**config.mk**
```make
export PLATFORM = sky130hd
export DESIGN_NAME = i2c_read_arbiter
export DESIGN_NICKNAME = d
export VERILOG_FILES = /design/src/rtl/i2c_read_arbiter_pkg.sv /design/src/rtl/i2c_read_arbiter_rr_arbiter_core.sv /design/src/rtl/i2c_read_arbiter.sv
export SDC_FILE = /design/constraint.sdc
export NUM_CORES = 1
export LEC_CHECK = 0
export CAP_MARGIN = 20
export CORE_AREA = 2 2 81 90
export CTS_CLUSTER_DIAMETER = 60
export DETAILED_ROUTE_END_ITERATION = 6
export DIE_AREA = 0 0 83 92
export GPL_TIMING_DRIVEN = 0
export PLACE_DENSITY = 0.78
export SETUP_SLACK_MARGIN = 0.3
export SLEW_MARGIN = 20
export SYNTH_ARGS = -nofsm -noshare
export SYNTH_HDL_FRONTEND = slang
export SYNTH_SLANG_ARGS = --single-unit
```
**constraint.sdc**
```tcl
create_clock -name clk -period 2.3 [get_ports clk]
set_input_delay 0.345 -clock clk [delete_from_list [all_inputs] [get_ports clk]]
set_output_delay 0.345 -clock clk [all_outputs]
set_load 0.1 [all_outputs]
```
**src/rtl/i2c_read_arbiter_pkg.sv**
```systemverilog
// Shared definitions for the I2C read arbiter: FSM encoding, default timing
// constants and I2C address widths.
// Build option: define I2C_ARB_RETRY_EN to re-issue a timed-out read once
// before reporting an error.
package i2c_read_arbiter_pkg;

  localparam int DEF_TIMEOUT_CYC = 20000;
  localparam int DEF_GAP_CYC     = 4;
  localparam int DEV_AW          = 7;
  localparam int REG_AW          = 8;

  typedef enum logic [2:0] {
    ST_IDLE  = 3'd0,
    ST_ISSUE = 3'd1,
    ST_WAIT  = 3'd2,
    ST_RESP  = 3'd3,
    ST_GAP   = 3'd4
  } state_t;

endpackage

```
**src/rtl/i2c_read_arbiter_rr_arbiter_core.sv**
```systemverilog
// Combinational round-robin search: first set request bit at or after the
// pointer, wrapping modulo NUM_REQ.
module rr_arbiter_core
  import i2c_read_arbiter_pkg::*;
#(
  parameter int NUM_REQ = 4,
  parameter int IDX_W   = $clog2(NUM_REQ)
) (
  input  logic [NUM_REQ-1:0] req,
  input  logic [IDX_W-1:0]   ptr,
  output logic [IDX_W-1:0]   grant_idx,
  output logic               grant_valid
);

  // Scan farthest-to-nearest so the closest set bit after ptr is the last write.
  always_comb begin
    // NOTE: every output gets a default first so no path leaves it unassigned
    // (which would infer a latch).
    grant_idx   = '0;
    grant_valid = 1'b0;
    for (int i = NUM_REQ - 1; i >= 0; i--) begin
      if (req[(int'(ptr) + i) % NUM_REQ]) begin
        grant_valid = 1'b1;
        grant_idx   = IDX_W'((int'(ptr) + i) % NUM_REQ);
      end
    end
  end

endmodule

```
**src/rtl/i2c_read_arbiter.sv**
```systemverilog
// Shares one I2C random-read engine between NUM_REQ requesters with
// round-robin arbitration, timeout detection and an enable-low gap between
// transactions so the engine can reset.
// Build option: I2C_ARB_RETRY_EN -- re-issue once after the first timeout.
module i2c_read_arbiter
  import i2c_read_arbiter_pkg::*;
#(
  parameter int NUM_REQ     = 4,
  parameter int TIMEOUT_CYC = DEF_TIMEOUT_CYC,
  parameter int GAP_CYC     = DEF_GAP_CYC
) (
  input  logic                      clk,
  input  logic                      rst,
  input  logic [NUM_REQ-1:0]        i_req,
  input  logic [NUM_REQ*DEV_AW-1:0] i_dev_addr,
  input  logic [NUM_REQ*REG_AW-1:0] i_reg_addr,
  output logic [NUM_REQ-1:0]        o_rsp_valid,
  output logic [7:0]                o_rsp_data,
  output logic                      o_rsp_err,
  output logic                      o_busy,
  output logic                      o_i2c_recv_en,
  output logic [DEV_AW-1:0]         o_i2c_dev_addr,
  output logic [REG_AW-1:0]         o_i2c_data_addr,
  input  logic [7:0]                i_i2c_read_data,
  input  logic                      i_i2c_done
);

  localparam int IDX_W = $clog2(NUM_REQ);
  localparam int TMO_W = $clog2(TIMEOUT_CYC);
  localparam int GAP_W = $clog2(GAP_CYC);
  localparam logic [TMO_W-1:0] TMO_LAST = TMO_W'(TIMEOUT_CYC - 1);
  localparam logic [GAP_W-1:0] GAP_LAST = GAP_W'(GAP_CYC - 1);
  localparam logic [IDX_W-1:0] IDX_LAST = IDX_W'(NUM_REQ - 1);

  state_t           state;
  logic [IDX_W-1:0] ptr_q;
  logic [IDX_W-1:0] grant_q;
  logic [TMO_W-1:0] tmo_cnt;
  logic [GAP_W-1:0] gap_cnt;
  logic [IDX_W-1:0] arb_idx;
  logic             arb_valid;
`ifdef I2C_ARB_RETRY_EN
  logic             retry_used;  // this grant has already been re-issued once
  logic             reissue;     // leave GAP towards ISSUE instead of IDLE
`endif

  rr_arbiter_core #(
    .NUM_REQ (NUM_REQ),
    .IDX_W   (IDX_W)
  ) u_rr (
    .req         (i_req),
    .ptr         (ptr_q),
    .grant_idx   (arb_idx),
    .grant_valid (arb_valid)
  );

  // Transaction FSM; all engine-facing and response outputs are registered here.
  always_ff @(posedge clk or posedge rst) begin
    if (rst) begin
      state           <= ST_IDLE;
      ptr_q           <= '0;
      grant_q         <= '0;
      tmo_cnt         <= '0;
      gap_cnt         <= '0;
      o_rsp_valid     <= '0;
      o_rsp_data      <= '0;
      o_rsp_err       <= 1'b0;
      o_busy          <= 1'b0;
      o_i2c_recv_en   <= 1'b0;
      o_i2c_dev_addr  <= '0;
      o_i2c_data_addr <= '0;
`ifdef I2C_ARB_RETRY_EN
      retry_used      <= 1'b0;
      reissue         <= 1'b0;
`endif
    end else begin
      // NOTE: state is updated with non-blocking assignments so every register
      // samples the pre-edge values regardless of statement order.
      o_rsp_valid <= '0;
      case (state)
        ST_IDLE: begin
          if (arb_valid) begin
            grant_q         <= arb_idx;
            o_i2c_dev_addr  <= i_dev_addr[int'(arb_idx)*DEV_AW +: DEV_AW];
            o_i2c_data_addr <= i_reg_addr[int'(arb_idx)*REG_AW +: REG_AW];
`ifdef I2C_ARB_RETRY_EN
            retry_used      <= 1'b0;
`endif
            state           <= ST_ISSUE;
          end
        end
        ST_ISSUE: begin
          o_i2c_recv_en <= 1'b1;
          o_busy        <= 1'b1;
          tmo_cnt       <= '0;
          state         <= ST_WAIT;
        end
        ST_WAIT: begin
          // done is checked first so it wins over a coincident timeout
          if (i_i2c_done) begin
            o_rsp_valid <= NUM_REQ'(1) << grant_q;
            o_rsp_data  <= i_i2c_read_data;
            o_rsp_err   <= 1'b0;
            state       <= ST_RESP;
          end
`ifdef I2C_ARB_RETRY_EN
          else if (tmo_cnt == TMO_LAST && !retry_used) begin
            retry_used    <= 1'b1;
            reissue       <= 1'b1;
            o_i2c_recv_en <= 1'b0;
            gap_cnt       <= '0;
            state         <= ST_GAP;
          end
`endif
          else if (tmo_cnt == TMO_LAST) begin
            o_rsp_valid <= NUM_REQ'(1) << grant_q;
            o_rsp_data  <= '0;
            o_rsp_err   <= 1'b1;
            state       <= ST_RESP;
          end else begin
            tmo_cnt <= tmo_cnt + 1'b1;
          end
        end
        ST_RESP: begin
          o_i2c_recv_en <= 1'b0;
          ptr_q         <= (grant_q == IDX_LAST) ? '0 : grant_q + 1'b1;
          gap_cnt       <= '0;
          state         <= ST_GAP;
        end
        ST_GAP: begin
          if (gap_cnt == GAP_LAST) begin
`ifdef I2C_ARB_RETRY_EN
            if (reissue) begin
              reissue <= 1'b0;
              state   <= ST_ISSUE;
            end else
`endif
            begin
              o_busy <= 1'b0;
              state  <= ST_IDLE;
            end
          end else begin
            gap_cnt <= gap_cnt + 1'b1;
          end
        end
        default: state <= ST_IDLE;
      endcase
    end
  end

endmodule
```
==> flow_summary.json, run 1 <==
{
  "status": "complete, no violations",
  "timing.final.crit_period_ns": 1.93,
  "relSlewSlack": 0.330,
  "place.gp.congestion": 0.879,
  "power_switching_mw": 3.03,
  "cap_violations": 0,
  "initial_utilization": 0.430,
  "final_max_slew_viol_count": 0,
  "critPathTopFamily": "buffers and inverters",
  "synth_edf_count": 0,
  "post-place-ws_ns": -0.0283,
  "die_area_sq_mm": 0.00764,
  "n_antenna_cell": 0,
  "dp.cells": 487,
  "num_io_pins": 105,
  "combPwrFrac": 0.632,
  "worst_clock_skew_ns": 0.00408,
  "peakVddDrop_uv": 765,
  "worst-path-max-fanout": 2,
  "netlist_area_sq_mm": 0.00294,
  "drive_gt1_frac": 0.0896,
  "synth-async-reset-ratio": 1.00,
  "drc": 0,
  "clock-sinks": 54,
  "setup_slack_ns": 0.365,
  "hold_ws_ns": 0.467,
  "crit_required_ns": 1.96,
  "dpl-instance-area_sq_mm": 0.00409,
  "crit_path_start_kind": "register",
  "avgSynthCellArea_sq_um": 9.87,
  "syn_to_final_growth_pct": 43.0,
  "clkTransAtPathRegs_ns": 0.10,
  "post-route-util": 0.615,
  "worstPathArrival_ns": 1.59,
  "cts_max_path_buffers": 2,
  "fmax_mhz": 517,
  "placeableCoreArea_sq_mm": 0.00685,
  "num_vias": 2633,
  "clock_power_share": 0.101,
  "grt_max_degree": 55,
  "drtAntennaViolNets": 0,
  "grt_usage": 0.199,
  "critPathKind": "reg2out",
  "power.total_mw": 5.44,
  "leakage_nw": 1.96,
  "crit_path_max_incr_delay_ns": 0.90,
  "drt_wl_total_um": 7230,
  "synth_fp_nets": 379,
  "period_share": 0.841,
  "grt_pass1_wl_um": 12200,
  "cts_made_buffers": 5,
  "hold_buffers": 0,
  "antenna_found_initial": 0,
  "power_density_mw_per_mm2": 1290,
  "rows": 32,
  "ys_ff_latch": 54,
  "slowest_stage": "dlygate4sd2_1",
  "power_switching_share": 0.556,
  "wl_per_cell_um": 14.5,
  "final_common_cell": "clkdlybuf4s50_1",
  "dr.pass1.iters": 4,
  "fin_area_sq_mm": 0.00421,
  "ys.flop_type": "dfrtp_1",
  "hp-class": "in2async",
  "layout_common_cells": "clkdlybuf4s50_1 (74), dfrtp_1 (54), nand2_1 (34)",
  "cp-end-kind": "output pin",
  "tightest_slew_ns": 1.01,
  "intPower_mw": 2.41,
  "cp_cell_sequence": "dlygate4sd2_1",
  "drt_iter0_markers": 78,
  "die_h_um": 92,
  "insertion_delay_ns": 0.31,
  "rsz0062_at_grt": "false",
  "portBuffers": 104,
  "seq_power_share": 0.266,
  "setup_tns_ns": 0,
  "hold_violations": 0,
  "stdcell_count": 498,
  "ys_seq_area_frac": 0.459,
  "dp_hpwl_um": 5660,
  "grt_pass1_vias": 2632,
  "setup_viol": 0,
  "syn_inst": 298,
  "synth_cell_types": 48,
  "critPathBufInv": 1,
  "htreeDepth": 2,
  "die_x_um": 83,
  "yosysWarnings": 0,
  "via_per_inst": 5.29,
  "fin_nets": 493,
  "overflow": 0,
  "cts_tree": "yes",
  "cts-root-buf": "clkbuf_8"
}
per-layer routing:
layer	global-route usage	routed length [um]	vias up
met5	0	0	-
met1	0.235	2950	1211
met3	0.0738	647	18
li1	-	-	1303
met4	0.0765	162	0
met2	0.330	3470	101
cells in the mapped netlist (all sizes together), types with 2 or more instances:
library cell / number / area (sq um)
a21boi: 16 / 120
xor2: 9 / 78.8
buf: 7 / 62.6
nand4: 3 / 18.8
o31ai: 2 / 15.0
nor2: 20 / 75.1
a21oi: 7 / 35.0
clkbuf: 11 / 43.8
nand2b: 4 / 25.0
and2: 6 / 40.0
ha: 6 / 75.1
a22o: 8 / 70.1
nor4: 2 / 18.8
o21ai: 17 / 85.1
dfrtp: 54 / 1350
nand3: 9 / 45.0
nand3b: 2 / 15.0
and3: 17 / 106
o22ai: 2 / 12.5
nor3: 5 / 47.5
mux2i: 18 / 180
inv: 5 / 18.8
nand2: 34 / 128
o211ai: 16 / 120
flip-flops by register name (all words and copies together), names as in the netlist:
| signal | count |
|---|---|
| ptr_q | 2 |
| o_i2c_data_addr | 8 |
| tmo_cnt | 15 |
| state | 3 |
| o_rsp_data | 8 |
| o_rsp_valid | 4 |
| o_i2c_dev_addr | 7 |
| grant_q | 2 |
| o_busy | 1 |
| o_i2c_recv_en | 1 |
| gap_cnt | 2 |
| o_rsp_err | 1 |
kinds of logic (layout without fill, tap and decap cells):
family          Yosys count  count (layout)  synth area share
buf+inv                  23             138            0.0425
mux                      19              19            0.0651
compound gates           76              76             0.180
fa+ha+maj                 6               6            0.0255
simple gates            110             110             0.198
flops                    54              54             0.459
xor+xnor                 10              10            0.0298
final timing paths:
kind / cells after the start / endpoint / slack, ns / startpoint
setup / recovery: 1 / o_i2c_data_addr[6] / 0.37 / o_i2c_data_addr[6]$_DFFE_PP0P_
hold / removal: 2 / o_rsp_data[1]$_DFFE_PP0P_ / 0.47 / rst
setup reg to reg: 6 / tmo_cnt[5]$_DFFE_PP0P_ / 0.44 / tmo_cnt[0]$_DFFE_PP0P_
hold reg to reg: 2 / o_i2c_recv_en$_DFFE_PP0P_ / 0.48 / o_i2c_recv_en$_DFFE_PP0P_
max in group asynchronous: 2 / tmo_cnt[3]$_DFFE_PP0P_ / 1.41 / rst
min in group clk: 2 / o_i2c_recv_en$_DFFE_PP0P_ / 0.48 / o_i2c_recv_en$_DFFE_PP0P_
area by class of cell:
type,count,area (sq um)
fillers,597,2640
multi-input cells,221,1500
flip-flops and latches,54,1350
repair buffers,107,1030
plain buffers,18,110
well taps,85,106
clock buffers,5,68.8
clock inverters,3,25.0
inverters,5,21.3
power by group through the flow:
stage | Sequential, mW | Combinational (mW) | Clock, mW
2_1_floorplan | 2.98 | 1.14 | 0
3_3_place_gp | 1.45 | 3.51 | 0
3_5_place_dp | 1.48 | 3.55 | 0
4_1_cts | 1.45 | 3.42 | 0.566
5_1_grt | 1.49 | 3.68 | 0.614
6_report | 1.45 | 3.44 | 0.551
timing repair:
| action | 4_1_cts | 5_1_grt |
|---|---|---|
| endpoints found under the setup margin | 41 | 25 |
| setup buffers | 0 | 3 |
| pin swaps | 0 | 2 |
| resized for setup | 32 | 10 |
| endpoints found under the hold margin | 0 | 0 |
Note: power is estimated with default switching activity, not from simulation.
==> run 2: changes to the inputs <==
==> constraint.sdc (replaced) <==
create_clock -name clk -period 1.9 [get_ports clk]
set_input_delay 0.285 -clock clk [delete_from_list [all_inputs] [get_ports clk]]
set_output_delay 0.285 -clock clk [all_outputs]
set_load 0.1 [all_outputs]
==> flow_summary.json, run 2 (same netlist as run 1, synthesis figures left out) <==
{
  "fin_nets": 524,
  "worst_clock_skew_ns": 0.0127,
  "syn_to_final_growth_pct": 63.6,
  "num_io_pins": 105,
  "power_density_mw_per_mm2": 1580,
  "die_h_um": 92,
  "cp-end-kind": "register",
  "cts-root-buf": "clkbuf_8",
  "dr.pass1.iters": 4,
  "dp.cells": 487,
  "hold_buffers": 0,
  "wl_per_cell_um": 15.7,
  "relSlewSlack": 0.568,
  "portBuffers": 104,
  "clkTransAtPathRegs_ns": 0.10,
  "cp_cell_sequence": "buf_6 -> or3b_4 -> nor3_4 -> nand4_1 -> xor2_1 -> nor2_1",
  "hp-class": "in2reg",
  "cap_violations": 0,
  "final_common_cell": "clkdlybuf4s50_1",
  "critPathKind": "reg2reg",
  "hold_violations": 0,
  "worstPathArrival_ns": 1.92,
  "place.gp.congestion": 0.823,
  "stdcell_count": 529,
  "via_per_inst": 5.33,
  "rows": 32,
  "rsz0062_at_grt": "true",
  "drtAntennaViolNets": 0,
  "largest_reg_flops": 15,
  "status": "complete, no violations",
  "setup_viol": 0,
  "die_x_um": 83,
  "cts_tree": "yes",
  "die_area_sq_mm": 0.00764,
  "clock-sinks": 54,
  "antenna_found_initial": 0,
  "crit_path_start_kind": "register",
  "peakVddDrop_uv": 876,
  "tightest_slew_ns": 0.648,
  "drive_gt1_frac": 0.284,
  "grt_max_degree": 55,
  "final_max_slew_viol_count": 0,
  "fin_area_sq_mm": 0.00481,
  "htreeDepth": 2,
  "hold_ws_ns": 0.314,
  "n_antenna_cell": 0,
  "crit_path_max_incr_delay_ns": 0.42,
  "dp_hpwl_um": 5500,
  "worst-path-max-fanout": 5,
  "drc": 0,
  "num_vias": 2822,
  "grt_usage": 0.219,
  "fmax_mhz": 576,
  "dpl-instance-area_sq_mm": 0.00411,
  "period_share": 0.914,
  "insertion_delay_ns": 0.32,
  "leakage_nw": 2.16,
  "top_register": "tmo_cnt",
  "slowest_stage": "or3b_4",
  "placeableCoreArea_sq_mm": 0.00685,
  "timing.final.crit_period_ns": 1.74,
  "cts_made_buffers": 5,
  "overflow": 0,
  "drt_iter0_markers": 86,
  "grt_pass1_wl_um": 13600,
  "layout_common_cells": "clkdlybuf4s50_1 (69), dfrtp_1 (52), nand2_1 (32)",
  "cts_max_path_buffers": 2,
  "initial_utilization": 0.430,
  "crit_required_ns": 2.09,
  "grt_pass1_vias": 2883,
  "largestRegisters": "tmo_cnt x15, o_i2c_data_addr x8, o_rsp_data x8",
  "drt_wl_total_um": 8320
}
run 2: changes by cell type in the layout (fill, tap and decap cells not counted), sizes merged:
cell           before  now
clkdlybuf4s18       0    2
clkdlybuf4s15       0   28
dlygate4sd2        30    4
clkinv              1    0
dlymetal6s2s        0    1
inv                 6    5
clkinvlp            1    2
clkbuf             16   14
buf                10   43
clkdlybuf4s50      74   69
bufinv              0    1
run 2: power breakdown:
part / internal, mW / leakage, nW / switching, mW
logic: 1.76 / 1.41 / 3.28
clock network: 0.393 / 0.0504 / 0.400
registers: 1.53 / 0.698 / 0.248
total: 3.68 / 2.16 / 3.93
run 2: path summary, 6_finish.rpt:
check | start | endpoint | slack [ns] | cells after the start
hold / removal | i_i2c_done | o_rsp_err$_DFFE_PP0P_ | 0.31 | 2
setup reg to reg | state[0]$_DFFE_PP0P_ | tmo_cnt[14]$_DFFE_PP0P_ | 0.16 | 6
min in group asynchronous | rst | o_rsp_data[1]$_DFFE_PP0P_ | 0.41 | 2
max in group asynchronous | rst | ptr_q[1]$_DFFE_PP0P_ | 1.01 | 2
setup / recovery | state[0]$_DFFE_PP0P_ | tmo_cnt[14]$_DFFE_PP0P_ | 0.16 | 6
hold reg to reg | o_rsp_data[2]$_DFFE_PP0P_ | o_rsp_data[2]$_DFFE_PP0P_ | 0.50 | 1
run 2: critical path: cells and delay by family (launching register included):
| family | cells | cell delay (ns) |
|---|---|---|
| XOR/XNOR | 1 | 0.17 |
| flip-flops | 1 | 0.41 |
| AND/OR/NAND/NOR | 4 | 0.90 |
| buffers and inverters | 1 | 0.13 |
run 2: metrics by stage:
| stage | setup WS [ns] | util | TNS (ns) | power [mW] |
|---|---|---|---|---|
| 3_3_place_gp | -0.710 | 0.600 | -42.96 | 6.00 |
| 6_report | 0.163 | 0.703 | 0 | 7.61 |
| 3_5_place_dp | -0.390 | 0.600 | -5.13 | 6.09 |
| 5_1_grt | 0.0586 | 0.703 | 0 | 8.00 |
| 4_1_cts | 0.162 | 0.672 | 0 | 7.24 |
| 2_1_floorplan | 0.278 | - | 0 | 4.99 |
run 2: timing repair:
item | CTS | global route
pin swaps | 19 | 17
resized for setup | 137 | 39
endpoints found under the setup margin | 69 | 48
gates cloned | 1 | 1
buffers inserted | 21 | 11
run 2: area by class of cell:
class                   instances  area [sq um]
fillers                       496          2030
well taps                      85           106
clock inverters                 3          45.0
clock buffers                   5          68.8
multi-input cells             221          1660
inverters                       5          21.3
plain buffers                  18           165
repair buffers                138          1390
flip-flops and latches         54          1350
run 2: per-layer routing:
| metal | vias up | track usage | routed length (um) |
|---|---|---|---|
| met3 | 14 | 0.0639 | 585 |
| met5 | - | 0 | 0 |
| met1 | 1358 | 0.254 | 3240 |
| li1 | 1358 | - | - |
| met2 | 92 | 0.387 | 4340 |
| met4 | 0 | 0.0765 | 156 |
==> run 3: changes to the inputs <==
--- a/config.mk
+++ b/config.mk
@@ -7,6 +7,7 @@
 export LEC_CHECK = 0
 export CAP_MARGIN = 20
 export CORE_AREA = 2 2 81 90
+export CTS_BUF_LIST = sky130_fd_sc_hd__clkbuf_16
 export CTS_CLUSTER_DIAMETER = 60
 export DETAILED_ROUTE_END_ITERATION = 6
 export DIE_AREA = 0 0 83 92
==> flow_summary.json, run 3 (same netlist as run 1, synthesis figures left out) <==
{
  "clock_power_share": 0.129,
  "portBuffers": 104,
  "critPathKind": "reg2reg",
  "rsz0062_at_grt": "true",
  "regToRegStartpoint": "state[0]$_DFFE_PP0P_",
  "r2r_cells": 7,
  "initial_utilization": 0.430,
  "hold_violations": 0,
  "cts_tree": "yes",
  "tightest_slew_ns": 0.661,
  "worstPathArrival_ns": 1.94,
  "grt_max_degree": 55,
  "regToRegEndpoint": "o_i2c_data_addr[7]$_DFFE_PP0P_",
  "fin_area_sq_mm": 0.00496,
  "seq_power_share": 0.220,
  "die_x_um": 83,
  "placeableCoreArea_sq_mm": 0.00685,
  "status": "complete, no violations",
  "place.gp.congestion": 0.823,
  "wl_per_cell_um": 16.2,
  "intPower_mw": 4.06,
  "largestRegisters": "tmo_cnt x15, o_i2c_data_addr x8, o_rsp_data x8",
  "setup_tns_ns": 0,
  "fill_cells": 468,
  "clkTransAtPathRegs_ns": 0.07,
  "grt_pass1_vias": 2942,
  "drt_iter0_markers": 107,
  "crit_path_start_kind": "register",
  "fmax_mhz": 579,
  "multiInputGateArea_sq_mm": 0.00170,
  "n_antenna_cell": 0,
  "cts_max_path_buffers": 2,
  "combPwrFrac": 0.651,
  "met1_usage": 0.254,
  "grt_pass1_wl_um": 13800,
  "dpl-instance-area_sq_mm": 0.00411,
  "cp_cell_sequence": "buf_6 -> buf_4 -> nor4_4 -> o221a_4 -> buf_6 -> o21ai_1 -> o211ai_1",
  "power_switching_mw": 4.08,
  "register_area_sq_mm": 0.00135,
  "rows": 32,
  "crit_path_start": "state[0]$_DFFE_PP0P_",
  "insertion_delay_ns": 0.30,
  "relSlewSlack": 0.559,
  "die_h_um": 92,
  "cts-root-buf": "clkbuf_16",
  "use_met2": 0.392,
  "cap_violations": 0,
  "period_share": 0.909,
  "grt-busiest-layer": "met2",
  "worstHoldStart": "i_i2c_done",
  "clock-sinks": 54,
  "worst_clock_skew_ns": 0.00926,
  "cp-end-kind": "register",
  "die_area_sq_mm": 0.00764,
  "antenna_found_initial": 0,
  "drt_wl_total_um": 8600,
  "layout_common_cells": "clkdlybuf4s50_1 (69), dfrtp_1 (52), nand2_1 (32)",
  "peakVddDrop_uv": 1050,
  "cts_made_buffers": 5,
  "crit_path_max_incr_delay_ns": 0.40,
  "hold_buffers": 0,
  "leakage_nw": 2.20,
  "path_common_cell": "buf_6",
  "hp-class": "in2reg",
  "worst-path-stages": 7,
  "reg2reg_slack_ns": 0.17,
  "timing.final.crit_period_ns": 1.73,
  "critPathTopFamily": "compound AO/OA/AOI/OAI gates",
  "worst-path-max-fanout": 6,
  "slowest_stage": "dfrtp_1",
  "fin_nets": 525,
  "final_common_cell": "clkdlybuf4s50_1",
  "drc": 0,
  "power_switching_share": 0.501,
  "num_vias": 2885,
  "use_met3": 0.0657,
  "num_io_pins": 105,
  "dr.pass1.iters": 4,
  "largest_reg_flops": 15,
  "overflow": 0,
  "top_register": "tmo_cnt",
  "power.total_mw": 8.14,
  "syn_to_final_growth_pct": 68.5,
  "power_density_mw_per_mm2": 1640,
  "setup_viol": 0,
  "htreeDepth": 2,
  "drive_gt1_frac": 0.297,
  "endpoint": "o_i2c_data_addr[7]$_DFFE_PP0P_",
  "final_max_slew_viol_count": 0,
  "crit_required_ns": 2.11,
  "via_per_inst": 5.44,
  "grt_usage": 0.223,
  "critPathBufInv": 3,
  "drtAntennaViolNets": 0,
  "dp_hpwl_um": 5500
}
==> run 3: cell count changes in the layout (fill, tap and decap cells not counted), moves of 4 or more <==
cell	previous run	this run
o21ai_0	12	1
o21ai_1	4	15
clkbuf_16	0	5
buf_4	26	22
buf_6	11	15
clkbuf_8	7	3
==> run 3: worst min-delay path by stage <==
stage / depth (start not counted) / slack (ns) / to
after global routing: 2 / 0.32 / o_rsp_err$_DFFE_PP0P_
after CTS: 2 / 0.48 / o_i2c_dev_addr[0]$_DFFE_PP0P_
after floorplan: 1 / 0.37 / o_rsp_err$_DFFE_PP0P_
after detailed placement: 2 / 0.48 / o_i2c_recv_en$_DFFE_PP0P_
final: 2 / 0.32 / o_rsp_err$_DFFE_PP0P_
after global placement: 2 / 0.47 / o_i2c_recv_en$_DFFE_PP0P_
==> run 3: final cells by class <==
| class | instances | area share |
|---|---|---|
| tap | 85 | 0.0215 |
| buffer | 18 | 0.0369 |
| inverter | 5 | 0.00429 |
| sequential | 54 | 0.273 |
| timing repair buffer | 139 | 0.287 |
| multi-input combinational | 221 | 0.343 |
| clock buffer | 5 | 0.0252 |
| clock inverter | 3 | 0.00909 |
==> run 3: worst reg2reg max path, cell delays in order, from the launching register on <==
cell,delay [ns]
dfrtp_1,0.40
buf_6,0.12
buf_4,0.16
nor4_4,0.36
o221a_4,0.29
buf_6,0.13
o21ai_1,0.07
o211ai_1,0.11
==> run 3: through the flow <==
stage                     hold WS [ns]  setup slack (ns)  cells  utilization
after floorplan                  0.370             0.278    298            -
after global placement           0.468            -0.710    487        0.600
after detailed placement         0.483            -0.390    487        0.600
after CTS                        0.475             0.178    522        0.694
after global routing             0.317            0.0777    530        0.724
final                            0.316             0.173    530        0.724
==> run 3: power groups by stage <==
stage | clock, mW | combinational [mW] | sequential (mW)
after floorplan | 0 | 1.38 | 3.61
after global placement | 0 | 4.24 | 1.76
after detailed placement | 0 | 4.30 | 1.78
after CTS | 1.05 | 4.86 | 1.78
after global routing | 1.10 | 5.56 | 1.85
final | 1.05 | 5.30 | 1.79
==> run 3: repair_timing <==
action                                  4_1_cts  5_1_grt
cloned                                        1        2
endpoints found under the setup margin       70       47
buffers inserted                             26        6
pin swaps                                    27       17
resized for setup                           163       39
==> run 3: metal layers <==
layer / routed length, um / vias up / part of all wire
met5: 0 / - / 0
met1: 3240 / 1393 / 0.38
met2: 4490 / 110 / 0.52
met4: 227 / 0 / 0.026
li1: - / 1361 / -
met3: 646 / 21 / 0.075
